**src/rtl/glyph_stream_if.sv**
```systemverilog
// glyph_stream_if
//   Bundles the character-request, ROM and pixel-stream signals of the
//   glyph stream controller.
//   slave  : seen by the controller (accepts chars, drives ROM address,
//            sources pixels).
//   master : seen by the surrounding logic (register interface, ROM,
//            LED bit driver).
//   Signals: char_code/char_valid/char_ready  character handshake
//            rom_addr/rom_data                 glyph ROM lookup
//            pix_valid/pix_ready/pix_on/pix_idx pixel stream handshake
//            busy, frame_done                  status
interface glyph_stream_if #(
  parameter int unsigned ADDR_WIDTH = 7,
  parameter int unsigned GLYPH_W    = 5,
  parameter int unsigned GLYPH_H    = 7
);
  localparam int unsigned NPIX  = GLYPH_W * GLYPH_H;
  localparam int unsigned IDX_W = $clog2(NPIX);

  logic [ADDR_WIDTH-1:0] char_code;
  logic                  char_valid;
  logic                  char_ready;
  logic [ADDR_WIDTH-1:0] rom_addr;
  logic [NPIX-1:0]       rom_data;
  logic                  pix_valid;
  logic                  pix_ready;
  logic                  pix_on;
  logic [IDX_W-1:0]      pix_idx;
  logic                  busy;
  logic                  frame_done;

  modport slave (
    input  char_code, char_valid, rom_data, pix_ready,
    output char_ready, rom_addr, pix_valid, pix_on, pix_idx, busy, frame_done
  );

  modport master (
    output char_code, char_valid, rom_data, pix_ready,
    input  char_ready, rom_addr, pix_valid, pix_on, pix_idx, busy, frame_done
  );
endinterface

```
**src/rtl/glyph_stream_ctrl.sv**
```systemverilog
// glyph_stream_ctrl
//   Sequences a 5x7 character ROM for a WS2812B LED matrix: accepts one
//   character code, looks up its glyph, then streams the glyph one pixel
//   per handshake to the LED bit driver and pulses frame_done.
//   Ports:
//     clk  system clock
//     rst  asynchronous reset, active-high
//     bus  glyph_stream_if.slave (char handshake, ROM address/data,
//          pixel handshake, busy, frame_done)
//   Optional feature macro: GLYPH_SERPENTINE_EN
//     defined   : boustrophedon matrix, odd rows fetched right-to-left
//     undefined : raster order on every row
module glyph_stream_ctrl #(
  parameter int unsigned ADDR_WIDTH = 7,
  parameter int unsigned GLYPH_W    = 5,
  parameter int unsigned GLYPH_H    = 7
) (
  input logic           clk,
  input logic           rst,
  glyph_stream_if.slave bus
);
  localparam int unsigned NPIX  = GLYPH_W * GLYPH_H;
  localparam int unsigned IDX_W = $clog2(NPIX);
  localparam int unsigned ROW_W = $clog2(GLYPH_H);
  localparam int unsigned COL_W = $clog2(GLYPH_W);

  localparam logic [1:0] S_IDLE   = 2'd0;
  localparam logic [1:0] S_LOOKUP = 2'd1;
  localparam logic [1:0] S_STREAM = 2'd2;
  localparam logic [1:0] S_DONE   = 2'd3;

  logic [1:0]            state_q,    state_d;
  logic [ADDR_WIDTH-1:0] rom_addr_q, rom_addr_d;
  logic [NPIX-1:0]       glyph_q,    glyph_d;
  logic [ROW_W-1:0]      row_q,      row_d;
  logic [COL_W-1:0]      col_q,      col_d;
  logic [IDX_W-1:0]      idx_q,      idx_d;

  logic [COL_W-1:0]      pcol;
  logic [IDX_W-1:0]      bit_sel;

  // Physical glyph column for the current pixel; pix_idx itself always
  // advances sequentially along the LED chain.
  always_comb begin
`ifdef GLYPH_SERPENTINE_EN
    pcol = row_q[0] ? (COL_W'(GLYPH_W - 1) - col_q) : col_q;
`else
    pcol = col_q;
`endif
    bit_sel = IDX_W'(row_q * GLYPH_W) + IDX_W'(pcol);
  end

  always_comb begin
    state_d    = state_q;
    rom_addr_d = rom_addr_q;
    glyph_d    = glyph_q;
    row_d      = row_q;
    col_d      = col_q;
    idx_d      = idx_q;
    case (state_q)
      S_IDLE: begin
        if (bus.char_valid) begin
          rom_addr_d = bus.char_code;
          state_d    = S_LOOKUP;
        end
      end
      S_LOOKUP: begin
        glyph_d = bus.rom_data;
        row_d   = '0;
        col_d   = '0;
        idx_d   = '0;
        state_d = S_STREAM;
      end
      S_STREAM: begin
        if (bus.pix_ready) begin
          if (idx_q == IDX_W'(NPIX - 1)) begin
            state_d = S_DONE;
          end else begin
            idx_d = idx_q + 1'b1;
            if (col_q == COL_W'(GLYPH_W - 1)) begin
              col_d = '0;
              row_d = row_q + 1'b1;
            end else begin
              col_d = col_q + 1'b1;
            end
          end
        end
      end
      default: state_d = S_IDLE;
    endcase
  end

  always_ff @(posedge clk or posedge rst) begin
    if (rst) begin
      state_q    <= S_IDLE;
      rom_addr_q <= '0;
      glyph_q    <= '0;
      row_q      <= '0;
      col_q      <= '0;
      idx_q      <= '0;
    end else begin
      state_q    <= state_d;
      rom_addr_q <= rom_addr_d;
      glyph_q    <= glyph_d;
      row_q      <= row_d;
      col_q      <= col_d;
      idx_q      <= idx_d;
    end
  end

  assign bus.char_ready = (state_q == S_IDLE);
  assign bus.busy       = (state_q != S_IDLE);
  assign bus.pix_valid  = (state_q == S_STREAM);
  assign bus.frame_done = (state_q == S_DONE);
  assign bus.pix_idx    = idx_q;
  assign bus.rom_addr   = rom_addr_q;
  // Glyph survives into IDLE, so the pixel is qualified with the stream state.
  assign bus.pix_on     = (state_q == S_STREAM) & glyph_q[bit_sel];
endmodule
```
**src/flat_wrapper.sv**
```systemverilog
// flat-port wrapper written by rule: the top's interface ports become plain ports
module glyph_stream_ctrl_flat 
#(
  parameter int unsigned ADDR_WIDTH = 7,
  parameter int unsigned GLYPH_W    = 5,
  parameter int unsigned GLYPH_H    = 7
)
  (clk, rst, bus_char_code, bus_char_valid, bus_rom_data, bus_pix_ready, bus_char_ready, bus_rom_addr, bus_pix_valid, bus_pix_on, bus_pix_idx, bus_busy, bus_frame_done);
  glyph_stream_if #(.ADDR_WIDTH(ADDR_WIDTH), .GLYPH_W(GLYPH_W), .GLYPH_H(GLYPH_H)) bus_i ();
  input logic clk;
  input logic rst;
  input wire logic [$bits(bus_i.char_code)-1:0] bus_char_code;
  input wire logic [$bits(bus_i.char_valid)-1:0] bus_char_valid;
  input wire logic [$bits(bus_i.rom_data)-1:0] bus_rom_data;
  input wire logic [$bits(bus_i.pix_ready)-1:0] bus_pix_ready;
  output wire logic [$bits(bus_i.char_ready)-1:0] bus_char_ready;
  output wire logic [$bits(bus_i.rom_addr)-1:0] bus_rom_addr;
  output wire logic [$bits(bus_i.pix_valid)-1:0] bus_pix_valid;
  output wire logic [$bits(bus_i.pix_on)-1:0] bus_pix_on;
  output wire logic [$bits(bus_i.pix_idx)-1:0] bus_pix_idx;
  output wire logic [$bits(bus_i.busy)-1:0] bus_busy;
  output wire logic [$bits(bus_i.frame_done)-1:0] bus_frame_done;
  assign bus_i.char_code = bus_char_code;
  assign bus_i.char_valid = bus_char_valid;
  assign bus_i.rom_data = bus_rom_data;
  assign bus_i.pix_ready = bus_pix_ready;
  assign bus_char_ready = bus_i.char_ready;
  assign bus_rom_addr = bus_i.rom_addr;
  assign bus_pix_valid = bus_i.pix_valid;
  assign bus_pix_on = bus_i.pix_on;
  assign bus_pix_idx = bus_i.pix_idx;
  assign bus_busy = bus_i.busy;
  assign bus_frame_done = bus_i.frame_done;
  glyph_stream_ctrl #(.ADDR_WIDTH(ADDR_WIDTH), .GLYPH_W(GLYPH_W), .GLYPH_H(GLYPH_H)) u_core (.clk(clk), .rst(rst), .bus(bus_i));
endmodule
```
**config.mk**
```make
export PLATFORM = sky130hd
export DESIGN_NAME = glyph_stream_ctrl_flat
export DESIGN_NICKNAME = d
export VERILOG_FILES = /design/src/rtl/glyph_stream_if.sv /design/src/rtl/glyph_stream_ctrl.sv /design/src/flat_wrapper.sv
export SDC_FILE = /design/constraint.sdc
export NUM_CORES = 1
export LEC_CHECK = 0
export BUFFER_PORTS_ARGS = -buffer_cell sky130_fd_sc_hd__clkbuf_2
export CAP_MARGIN = 20
export CORE_ASPECT_RATIO = 0.8
export CORE_UTILIZATION = 51
export CTS_CLUSTER_SIZE = 28
export DETAILED_ROUTE_END_ITERATION = 12
export PLACE_DENSITY = 0.76
export SYNTH_ARGS = -nofsm -noshare
export SYNTH_HDL_FRONTEND = slang
export SYNTH_SLANG_ARGS = --single-unit
```
**constraint.sdc**
```tcl
create_clock -name clk -period 3.4 [get_ports clk]
set_input_delay 0.68 -clock clk [delete_from_list [all_inputs] [get_ports clk]]
set_output_delay 0.68 -clock clk [all_outputs]
set_load 0.02 [all_outputs]
```
* Word-level counts from Yosys, hierarchy flattened
Index checks and enable logic that the tools add are counted.
** Word-level totals
- Register bits :: 56
- Input port bits :: 46
- Output and inout bits :: 18
- Logic and storage cells :: 47
** Operators by class
- $add $sub $neg :: 4
- $mul :: 1
- Magnitude comparators :: 1
- Equality and inequality tests :: 10
- Mux-type cells :: 17
- Bitwise logic cells :: 1
- Reduce and logical (&&, ||, !) cells :: 7
** Operator list (count)
- 3-bit two-way mux :: 6
- 6-bit two-way mux :: 2
- 3-bit case mux with 2 select lines :: 2
- 6-bit case mux with 2 select lines :: 1
- 6-bit by 7-bit less-than comparator with 1-bit output, second input constant :: 1
- 3-bit by 1-bit adder with 3-bit output, second input constant :: 2
- 6-bit by 1-bit adder with 6-bit output, second input constant :: 1
- 6-bit by 3-bit adder with 6-bit output :: 1
- 1-bit binary-select mux with 6-bit select :: 1
- 6-bit == test, second input constant :: 1
- 3-bit by 3-bit multiplier with 6-bit output, second input constant :: 1
- 2-bit two-way mux :: 3
- 2-bit != test, second input constant :: 3
- 2-bit case mux with 3 select lines :: 1
- 3-bit AND reduction :: 2
- 2-bit == test, second input constant :: 2
- 2-bit by 1-bit != test with 1-bit output, second input constant :: 2
- 4-bit AND reduction :: 1
- 2-bit nonzero test :: 2
- 3-bit == test, second input constant :: 1
- 2-bit by 1-bit == test with 1-bit output, second input constant :: 1
- 2-bit zero test :: 1
- 2-bit AND reduction :: 1
- 1-bit AND :: 1
- 1-bit two-way mux :: 1

* Logic depth before layout (Yosys ltp)
Gate-level depths: netlist of the first run.
- Word-level depth :: 5
- Depth in mapped cells :: 8
- Mapped depth without buffers :: 8

* Worst setup path before layout of the first run
OpenSTA, ideal clock, no wires.
- Path type :: reg-to-output
- From :: reg u_core.row_q[0]
- To :: out bus_pix_on
- Arrival time :: 2647 ps
- Required time :: 2720 ps
- Path slack :: 73 ps
- Stages on the path, launching flop included :: 8
- Path buffers :: 0
- Cells stage by stage :: dfrtp_1 -> ha_1 -> ha_1 -> fa_1 -> or2_2 -> o211a_1 -> a221oi_1 -> o221a_2
** On the way
- Longest elaborated chain between the ends :: 5
** Ends and longest elaborated chain
- start, declared :: line glyph_stream_ctrl.sv:35 : logic [ROW_W-1:0] row_q, row_d;
- start signal, assigned :: line glyph_stream_ctrl.sv:105 : row_q <= row_d;
- 3-bit by 3-bit multiplier with 6-bit output :: line glyph_stream_ctrl.sv:50 : bit_sel = IDX_W'(row_q * GLYPH_W) + IDX_W'(pcol);
- 6-bit by 3-bit adder with 6-bit output :: line glyph_stream_ctrl.sv:50
- 1-bit binary-select mux with 6-bit select :: line glyph_stream_ctrl.sv:118 : assign bus.pix_on = (state_q == S_STREAM) & glyph_q[bit_sel];
- 1-bit two-way mux (not written as such) :: line glyph_stream_ctrl.sv:118
- 1-bit AND :: line glyph_stream_ctrl.sv:118
- end, declared :: line flat_wrapper.sv:19 : output wire logic [$bits(bus_i.pix_on)-1:0] bus_pix_on;
Every way passes these cells. The select of a mux whose other input is x is not followed.

* Worst setup path in the final report of the first run
Same ends and word-level chain as after synthesis.

==> results by group, run 1 <==
Logic synthesis
  • Syn Inst Count: around 220
  • Main synth FF type: dfrtp_1
  • Synth cell types: 38
  • Seq cells post-synth: 56
  • Syn Area/Cell: 12.75 um^2
  • Syn Nets: between 200 and 300
  • Ys Warns: 0
  • Post-synthesis sequential area ratio: 0.4906
  • Area share of the largest cell type after synthesis: 0.4906
  • Synth top area cells: dfrtp_1 49%, mux2_2 17%, ha_1 7.9%
  • Synthesized area: between 2000 and 3000 um^2
  • Post-synth EDFFs: 0
  • Ys async rst share: 1.000
  • Dominant cell type by area after synthesis: dfrtp_1

Pwr
  • Maximum VDD drop: 0.5073 mV
  • Power consumption: slightly below 4 mW
  • Psw: about 1.5 mW
  • Sequential cell fraction of total power: 0.313
  • Clk pwr share: 0.096
  • Power density over cell area: 1109 nW/um^2
  • Combinational power share: 0.591
  • Switching share of power: 0.3935
  • Internal Power: 2.384 mW
  • Leakage: 1.681 nW

Worst setup path
  • Crit end category: output port
  • CP startpoint kind: register
  • Worst endpoint required time: 2.72 ns
  • CP startpoint: u_core.row_q[0]
  • Kind of critical path: reg -> out
  • Most numerous cell on the critical path: ha_4
  • CP max stage cell: fa_2
  • Crit-path max FO: 5
  • Worst R2R Start: u_core.state_q[0]
  • Crit-path max cell delay: 0.48 ns
  • Crit path DAT: 2.87 ns
  • Crit path cell chain: ha_4 > ha_4 > fa_2 > buf_6 > nand2_4 > o22ai_2 > nor4b_2 > a221oi_2 > o221a_2 > buf_8

Outcome
  • Status: complete, but fails checks
  • Failing checks: setup timing

Placed design
  • Post-detailed-placement half-perimeter wirelength: about 4.1 mm
  • Port bufs: 63
  • Area after DPL: 3287 um^2
  • GP Congestion: 0.9231

Timing
  • Worst-Margin Slew: 0.6493 ns
  • Final period utilization: 1.044
  • RSZ-0062 raised after global routing: yes
  • Slew Viols, Final: 0
  • Clock period minus worst slack: around 3.5 ns
  • Setup_tns: -0.1484 ns
  • Setup violators final: 1
  • Slew headroom: 0.5665
  • Max Clock Freq: 281.8 MHz
  • Clock skew: 0.003796 ns
  • Final Hold Vio Count: 0
  • Min setup slack post-route: -0.1484 ns

Routing
  • DR WL/cell: 15.01 um
  • DR vias/cell: 5.264
  • Detail Route Antenna Nets: 0
  • Via count: 1974
  • Drt first pass iters: 4
  • Total Wirelength: approximately 5.6 mm
  • DRT iter0 DRCs: between 100 and 150
  • DRC Markers: 0

Die
  • I/O Pins: 64
  • Die width: 85.68 um
  • Die H: between 60 and 70 um
  • Die ar.: a little under 6000 um^2
  • Cell row count: 23
  • Core Box Area: 5209 um^2
  • Starting Density: 0.5484

Global route
  • First-pass GRT wire length: 9.315 mm
  • M3 GR Usage: 0.05833
  • Vias in the first global route: 1952
  • GRT Max-Usage Layer: met2
  • Routing usage on met2: 0.3330
  • Initial antenna violation count: 0
  • Gr usage total: 0.2108
  • Largest net degree at the start of global routing: 38
  • GRT overflow: 0
  • M1 GR Usage: 0.2901

Cells and area
  • Fin util: 0.6805
  • N_diodes: 0
  • Share of layout cells above drive strength 1: 0.4833
  • Final Instance Area: 3545 um^2
  • Area Growth Syn to Fin: 24.09%
  • Layout Nets: 364

Clock tree
  • Cts bufs inserted: 5
  • Sink Count: 56
  • Clock Pin Slew Worst Setup and Hold Paths: 0.10 ns
  • Clk_lat worst skew: ~0.31 ns
  • Clock Tree Buf Depth: 2
  • CTS tree: done
  • Root Buffer: clkbuf_8
  • Depth of the CTS H-tree: 2

Hold path
  • Hold Path Class: in -> async

Job
  • Max Cap Viol: 0
==> state kept, by name (all words and copies together) (netlist names) <==
register	flops
u_core.glyph_q	35
u_core.bus.pix_idx	6
u_core.col_q	3
u_core.bus.rom_addr	7
u_core.state_q	2
u_core.row_q	3
==> power by group through the flow <==
stage	logic, mW	clock network, mW	registers (mW)
final	2.32	0.375	1.23
after floorplan	1.43	0	1.27
after detailed placement	1.96	0	1.23
after CTS	2.25	0.386	1.23
after global placement	1.93	0	1.21
after global routing	2.53	0.417	1.28
==> cell usage in the layout (no fill, tap or decap), drive strengths merged, types with 2 or more instances in the layout <==
cell and count:
clkbuf 69, dfrtp 56, mux2 44, ha 18, mux2i 16, buf 14, nor2 10, inv 10
nand2 9, a21oi 5, o22ai 5, xor2 4, nand3 4, o21ai 4, xnor2 3, a21o 3
nand4 3, mux4 2, nand2b 2
==> metal layers <==
metal	wire length, um	share of wire
met1	2632	0.47
met2	2606	0.46
met3	355	0.063
met4	35	0.0062
met5	0	0
==> synth_stat cells, drive strengths merged, types with 4 or more instances <==
library cell  count
inv              10
mux2i            16
mux2             44
xor2              4
a21oi             5
nand2             9
o21ai             4
nor2             10
ha               18
o22ai             5
dfrtp            56
nand3             4
clkbuf            5
==> logic make-up (layout without fill, tap and decap cells) <==
kind of cell	count (synthesis)	after routing	share of synthesized area
XOR/XNOR	7	7	0.02146
multiplexers	62	62	0.2453
AO/OA/AOI/OAI	26	26	0.06790
flip-flops	56	56	0.4906
buffers and inverters	18	94	0.02672
AND/OR/NAND/NOR	36	36	0.06221
adder cells (fa/ha/maj)	19	19	0.08585
==> worst max-delay path: cells and delay by family (launching register included) <==
kind            cells  cell delay (ns)
flops               1             0.43
buf+inv             2             0.29
compound gates      3             0.44
simple gates        2             0.39
fa+ha+maj           3             1.01
==> what timing repair did <==
item,4_1_cts,5_1_grt
hold buffers,0,0
setup endpoints to repair,1,1
setup buffers,5,0
resized for setup,18,3
pin swaps,7,7
==> stage by stage <==
step | hold WS, ns | cells | worst slack, ns
final | 0.4310 | 375 | -0.1484
after detailed placement | 0.4951 | 362 | -0.07443
after global routing | 0.4967 | 375 | -0.2192
after CTS | 0.4509 | 375 | -0.1369
after floorplan | 0.4752 | 224 | 0.07335
after global placement | 0.4878 | 362 | -0.01418
==> layout make-up <==
type                    count  area (um^2)
fillers                   415         1664
multi-input cells         150         1488
flip-flops and latches     56         1401
repair buffers             76        430.4
well taps                  75        93.84
clock buffers               7        86.33
inverters                  10        37.54
clock inverters             1        7.507
==> final timing paths <==
| path | to | slack [ns] | cells past startpoint |
|---|---|---|---|
| max | bus_pix_on | -0.15 | 10 |
| min | u_core.state_q[0] | 0.43 | 2 |
| max reg2reg | u_core.bus.pix_idx[5] | 1.18 | 8 |
| min reg2reg | u_core.glyph_q[16] | 0.51 | 1 |
| max in group asynchronous | u_core.glyph_q[4] | 2.20 | 3 |
| min in group clk | u_core.glyph_q[16] | 0.51 | 1 |
Note: power is estimated with default switching activity, not from simulation.
==> run 2, diff against run 1 <==
--- a/config.mk
+++ b/config.mk
@@ -8,10 +8,10 @@
 export BUFFER_PORTS_ARGS = -buffer_cell sky130_fd_sc_hd__clkbuf_2
 export CAP_MARGIN = 20
 export CORE_ASPECT_RATIO = 0.8
-export CORE_UTILIZATION = 51
+export CORE_UTILIZATION = 54
 export CTS_CLUSTER_SIZE = 28
 export DETAILED_ROUTE_END_ITERATION = 12
-export PLACE_DENSITY = 0.76
+export PLACE_DENSITY = 0.8
 export SYNTH_ARGS = -nofsm -noshare
 export SYNTH_HDL_FRONTEND = slang
 export SYNTH_SLANG_ARGS = --single-unit
==> results by group, run 2 (synthesis gave the netlist of run 1 again) <==
Outcome
  • Status: complete, but fails checks
  • Failing checks: setup timing

Timing
  • Min setup slack post-route: -0.1444 ns (+0.003941 ns)
  • Clock skew: 0.005753 ns (+0.001957 ns)
  • Slew Viols, Final: 0 (unchanged)
  • Max Clock Freq: 282.1 MHz (+0.11%)
  • Final Hold Vio Count: 0 (unchanged)
  • Clock period minus worst slack: 3.544 ns (-0.003941 ns)
  • RSZ-0062 raised after global routing: yes
  • Slew headroom: 0.4790 (-0.08748)
  • Final period utilization: 1.042 (-0.001159)
  • Hold slack final: 0.4801 ns (+0.04916 ns)
  • Worst-Margin Slew: 0.7803 ns (+0.1310 ns)
  • Setup violators final: 1 (unchanged)

Pwr
  • Psw: 1.630 mW (+5.4%)
  • Sequential cell fraction of total power: 0.304 (-0.009)
  • Maximum VDD drop: 0.7187 mV (+42%)
  • Clk pwr share: 0.093 (-0.003)
  • Combinational power share: 0.602 (+0.011)
  • Power density over cell area: 1137 nW/um^2 (+2.5%)
  • Leakage: 1.689 nW (+0.47%)
  • Internal Power: 2.418 mW (+1.4%)
  • Switching share of power: 0.4026 (+0.009173)

Worst setup path
  • Number of cells on the critical path: 10 (unchanged)
  • Crit path DAT: 2.86 ns (about the same)
  • Most numerous cell on the critical path: ha_4
  • Bufs and invs on worst path: 2 (unchanged)
  • Crit-path max FO: 4 (-1)
  • Crit end category: output port
  • Worst R2R Path Depth: 7 (-1)
  • Worst endpoint required time: 2.72 ns (about the same)
  • CP max stage cell: fa_2
  • Crit-path max cell delay: 0.62 ns (+0.14 ns)
  • Crit path cell chain: buf_6 > ha_4 > ha_4 > fa_2 > nand2b_4 > o22ai_2 > nor4b_2 > a221oi_2 > o221a_2 > buf_8
  • CP top delay family: adder cells
  • CP startpoint kind: register
  • Kind of critical path: reg -> out

Placed design
  • GP Congestion: 0.8155 (-12%)
  • Post-detailed-placement half-perimeter wirelength: 4.110 mm (+0.61%)
  • Area after DPL: 3283 um^2 (-0.11%)
  • Port bufs: 63 (unchanged)

Die
  • Die ar.: 5586 um^2 (-5.4%)
  • Die width: 83.32 um (-2.8%)
  • I/O Pins: 64 (unchanged)
  • Die H: 67.05 um (-2.7%)
  • Cell row count: 23 (unchanged)
  • Starting Density: 0.5672 (+0.01880)
  • Core Box Area: 5036 um^2 (-3.3%)

Cells and area
  • Fillers: 367 (-12%)
  • Share of layout cells above drive strength 1: 0.5050 (+0.02168)
  • Commonest non-fill, non-tap cell in the layout: clkbuf_2
  • Max reg flops: 35 (unchanged)
  • Top reg by flops: u_core.glyph_q
  • Area Growth Syn to Fin: 24.70%
  • Commonest cells after routing, fill and taps aside: 62 x clkbuf_2, 56 x dfrtp_1, 44 x mux2_2
  • Layout Nets: 363 (-0.27%)
  • N_diodes: 0 (unchanged)
  • Final Instance Area: 3562 um^2 (+0.49%)
  • Fin util: 0.7073 (+0.02681)

Routing
  • DR WL/cell: 16.01 um (+6.6%)
  • DRC Markers: 0 (unchanged)
  • DR vias/cell: 5.493 (+4.4%)
  • Metal-1 WL: 2.754 mm (+4.6%)
  • Drt first pass iters: 4 (unchanged)
  • Met3 wire length: 218 um (-39%)
  • Max layer used: met4
  • DRT iter0 DRCs: 134 (-3.6%)
  • Detail Route Antenna Nets: 0 (unchanged)
  • Met2 wire len: 2.758 mm (+5.8%)
  • Total Wirelength: 5.778 mm (+2.6%)
  • Via count: 1983 (+0.46%)

Clock tree
  • Root Buffer: clkbuf_8
  • Sink Count: 56 (unchanged)
  • Clock Tree Buf Depth: 2 (unchanged)
  • Clock Pin Slew Worst Setup and Hold Paths: 0.10 ns (about the same)
  • Hold Buf Count CTS: 0 (unchanged)
  • Clk_lat worst skew: 0.32 ns (about the same)
  • Cts bufs inserted: 5 (unchanged)
  • CTS tree: done
  • Depth of the CTS H-tree: 2 (unchanged)

Global route
  • Vias in the first global route: 1951 (-0.051%)
  • Gr usage total: 0.2234 (+0.01257)
  • GRT overflow: 0 (unchanged)
  • Largest net degree at the start of global routing: 39 (+2.6%)
  • First-pass GRT wire length: 9.446 mm (+1.4%)
  • Initial antenna violation count: 0 (unchanged)

Hold path
  • Hold Path Class: in -> async

Job
  • Max Cap Viol: 0 (unchanged)
## run 2: path summary, 6_finish.rpt
path,to,slack [ns],start
setup / recovery,bus_pix_on,-0.14,u_core.row_q[0]
hold / removal,u_core.bus.rom_addr[5],0.48,rst
setup reg to reg,u_core.bus.pix_idx[5],1.00,u_core.state_q[0]
hold reg to reg,u_core.glyph_q[0],0.51,u_core.glyph_q[0]
max in group asynchronous,u_core.glyph_q[5],2.27,rst
min in group clk,u_core.glyph_q[0],0.51,u_core.glyph_q[0]
## run 2: final cells by class
type	instances	area, um^2	area share
multi-input combinational	150	1519	0.4264
sequential	56	1401	0.3934
clock buffer	5	68.82	0.01932
inverter	10	37.54	0.01054
tap	62	77.57	0.02178
clock inverter	3	22.52	0.006322
timing repair buffer	75	435.4	0.1222
## run 2: through the flow
stage / setup slack (ns) / total power, mW / setup TNS (ns) / std cells
global route: -0.2214 / 4.332 / -0.2214 / 361
finish: -0.1444 / 4.049 / -0.1444 / 361
floorplan: 0.07335 / 2.699 / 0 / 224
detailed placement: -0.06289 / 3.240 / -0.06289 / 349
global placement: 0.005704 / 3.153 / 0 / 349
CTS: -0.1402 / 3.937 / -0.1402 / 361
## run 2: per-layer routing
layer  GRT usage  vias up
met1      0.3017      976
met3     0.04461        6
li1            -      958
met2      0.3637       43
met4     0.07543        0
met5           0        -
## run 2: power by group through the flow
| stage | sequential [mW] | clock (mW) | combinational [mW] |
|---|---|---|---|
| floorplan | 1.27 | 0 | 1.43 |
| detailed placement | 1.23 | 0 | 2.01 |
| CTS | 1.23 | 0.380 | 2.33 |
| global placement | 1.21 | 0 | 1.94 |
| finish | 1.23 | 0.378 | 2.44 |
| global route | 1.28 | 0.412 | 2.64 |
## run 2: what timing repair did
item,CTS,global route
pin swaps,6,4
setup buffers,4,0
setup endpoints to repair,1,1
gates resized for setup,19,8
## run 2: worst reg2reg max path, stage by stage (launching register included)
cell and delay, ns:
dfrtp_1 0.43, inv_1 0.11, ha_1 0.32, inv_1 0.17
a311oi_4 0.55, nand4_1 0.24, or3_1 0.38, a21oi_1 0.14
==> run 3, diff against run 2 <==
--- a/config.mk
+++ b/config.mk
@@ -5,13 +5,13 @@
 export SDC_FILE = /design/constraint.sdc
 export NUM_CORES = 1
 export LEC_CHECK = 0
-export BUFFER_PORTS_ARGS = -buffer_cell sky130_fd_sc_hd__clkbuf_2
 export CAP_MARGIN = 20
 export CORE_ASPECT_RATIO = 0.8
-export CORE_UTILIZATION = 54
+export CORE_UTILIZATION = 63
 export CTS_CLUSTER_SIZE = 28
 export DETAILED_ROUTE_END_ITERATION = 12
-export PLACE_DENSITY = 0.8
+export DONT_BUFFER_PORTS = 1
+export PLACE_DENSITY = 0.79
 export SYNTH_ARGS = -nofsm -noshare
 export SYNTH_HDL_FRONTEND = slang
 export SYNTH_SLANG_ARGS = --single-unit
==> constraint.sdc (replaced) <==
create_clock -name clk -period 4 [get_ports clk]
set_input_delay 0.8 -clock clk [delete_from_list [all_inputs] [get_ports clk]]
set_output_delay 0.8 -clock clk [all_outputs]
set_load 0.02 [all_outputs]
==> results by group, run 3 (synthesis gave the netlist of run 1 again) <==
Routing
  • DR WL/cell: 18.17 um (+14%)
  • Via count: 1741 (-12%)
  • DRT iter0 DRCs: 65 (-51%)
  • DRC Markers: 0 (unchanged)
  • DR vias/cell: 6.130 (+12%)
  • Detail Route Antenna Nets: 0 (unchanged)
  • Drt first pass iters: 4 (unchanged)
  • Total Wirelength: 5.160 mm (-11%)

Worst setup path
  • R2R Setup Slk: 1.38 ns (+0.38 ns)
  • Crit end category: output port
  • Worst r2r dst: u_core.bus.pix_idx[5]
  • Kind of critical path: reg -> out
  • CP startpoint kind: register
  • Worst R2R Start: u_core.state_q[0]
  • Worst R2R Path Depth: 7 (unchanged)
  • Crit-path max FO: 6 (+2)
  • Crit path DAT: 3.04 ns (+0.18 ns)
  • Worst endpoint required time: 3.20 ns (+0.48 ns)

Die
  • Die H: 62.23 um (-7.2%)
  • Die width: 77.29 um (-7.2%)
  • I/O Pins: 64 (unchanged)
  • Die ar.: 4809 um^2 (-14%)
  • Starting Density: 0.6711 (+0.1039)
  • Cell row count: 21 (-8.7%)
  • Core Box Area: 4257 um^2 (-15%)

Timing
  • Setup violators final: 0 (-1)
  • Clock period minus worst slack: around 3.8 ns
  • Slew headroom: 0.5820 (+0.1030)
  • Worst-Margin Slew: 0.6270 ns (-0.1533 ns)
  • Final Hold Vio Count: 0 (unchanged)
  • Clock skew: 0.004102 ns (-0.001651 ns)
  • Min setup slack post-route: 0.1626 ns (+0.3070 ns)
  • Slew Viols, Final: 0 (unchanged)
  • Hold slack final: 0.3780 ns (-0.1021 ns)
  • RSZ-0062 raised after global routing: no
  • Setup_tns: 0 ns (+0.1444 ns)
  • Final period utilization: 0.9594
  • Max Clock Freq: 260.6 MHz

Cells and area
  • N_diodes: 0 (unchanged)
  • Area Growth Syn to Fin: 5.650%
  • Final Instance Area: 3018 um^2 (-15%)
  • Layout Nets: 291 (-20%)
  • Commonest non-fill, non-tap cell in the layout: dfrtp_1
  • Share of layout cells above drive strength 1: 0.2731 (-0.2319)
  • Max reg flops: 35 (unchanged)
  • Top reg by flops: u_core.glyph_q
  • Commonest cells after routing, fill and taps aside: 56 x dfrtp_1, 44 x mux2_2, 18 x ha_1

Hold path
  • Hold Path Class: in -> async

Global route
  • Gr usage total: 0.2402 (+0.01677)
  • GRT overflow: 0 (unchanged)
  • Initial antenna violation count: 0 (unchanged)
  • Largest net degree at the start of global routing: 57 (+46%)
  • First-pass GRT wire length: 8.894 mm (-5.8%)
  • Vias in the first global route: 1917 (-1.7%)

Clock tree
  • Sink Count: 56 (unchanged)
  • Root Buffer: clkbuf_8
  • Cts bufs inserted: 5 (unchanged)
  • Clock Pin Slew Worst Setup and Hold Paths: 0.10 ns (about the same)
  • Clk_lat worst skew: 0.31 ns (about the same)
  • Hold Buf Count CTS: 0 (unchanged)
  • CTS tree: done
  • Post-CTS Setup Bufs: 0 (-4)
  • Depth of the CTS H-tree: 2 (unchanged)
  • Clock Tree Buf Depth: 2 (unchanged)

Placed design
  • Post-detailed-placement half-perimeter wirelength: 3.885 mm (-5.5%)
  • Dpl ws: 0.3950 ns (+0.4579 ns)
  • Area after DPL: 2904 um^2 (-12%)
  • Port bufs: 0 (-100%)
  • GP Congestion: 0.8820 (+8.2%)

Pwr
  • Combinational power share: 0.499 (-0.103)
  • Clk pwr share: 0.108 (+0.015)
  • Psw: 1.187 mW (-27%)
  • Power density over cell area: 959.6 nW/um^2 (-16%)
  • Maximum VDD drop: 0.4642 mV (-35%)
  • Leakage: 1.356 nW (-20%)
  • Internal Power: 1.709 mW (-29%)
  • Switching share of power: 0.4098 (+0.007211)
  • Sequential cell fraction of total power: 0.393 (+0.089)

Job
  • Max Cap Viol: 0 (unchanged)

Outcome
  • Status: finished clean
## run 3: changes by cell type in the layout (fill, tap and decap cells not counted), moves of 2 or more
cell / change
clkbuf_2: -62
buf_4: -7
ha_1: +5
ha_4: -5
buf_6: -2
nand2b_1: +2
nand2b_4: -2
o22ai_1: +2
o22ai_2: -2
## run 3: how the worst max path moves through the flow
stage,startpoint,end,slack [ns],cells after the start
floorplan,u_core.row_q[0],bus_pix_on,0.55,7
global placement,u_core.row_q[0],bus_pix_on,0.47,7
detailed placement,u_core.row_q[0],bus_pix_on,0.39,7
CTS,u_core.row_q[0],bus_pix_on,0.04,7
global route,u_core.row_q[0],bus_pix_on,0.01,7
finish,u_core.row_q[0],bus_pix_on,0.16,7
## run 3: critical path, stage by stage, from the launching register on
cell and delay [ns]:
dfrtp_1 0.44, ha_1 0.32, ha_1 0.32, fa_2 0.50
or2_2 0.35, o211a_1 0.23, a221oi_1 0.26, o221a_2 0.32
## run 3: metal layers
| layer | up-vias | track usage | share of wire |
|---|---|---|---|
| li1 | 806 | - | - |
| met1 | 866 | 0.2829 | 0.41 |
| met2 | 57 | 0.3938 | 0.50 |
| met3 | 12 | 0.08382 | 0.076 |
| met4 | 0 | 0.1132 | 0.015 |
| met5 | - | 0 | 0 |
## run 3: final cells by class
| class | count | area, um^2 |
|---|---|---|
| clock buffer | 5 | 68.82 |
| clock inverter | 3 | 22.52 |
| fill | 298 | 1239 |
| inverter | 10 | 37.54 |
| multi-input combinational | 150 | 1381 |
| sequential | 56 | 1401 |
| tap | 57 | 71.32 |
| timing repair buffer | 3 | 35.03 |
## run 3: power groups by stage
stage	Combinational [mW]	Sequential [mW]	Clock, mW
final	1.45	1.14	0.312
after global routing	1.59	1.18	0.343
after CTS	1.44	1.14	0.319
after detailed placement	1.44	1.15	0
after global placement	1.36	1.12	0
after floorplan	1.21	1.08	0
## run 3: metrics by stage
step | power [mW] | utilization | std cells
floorplan | 2.294 | - | 224
global placement | 2.485 | 0.6822 | 275
detailed placement | 2.587 | 0.6822 | 275
CTS | 2.899 | 0.7037 | 283
global route | 3.109 | 0.7090 | 284
finish | 2.896 | 0.7090 | 284
## run 3: timing repair
action | in CTS | in global routing
resized for setup | 0 | 1
hold endpoints to repair | 0 | 0
endpoints found under the setup margin | 0 | 1
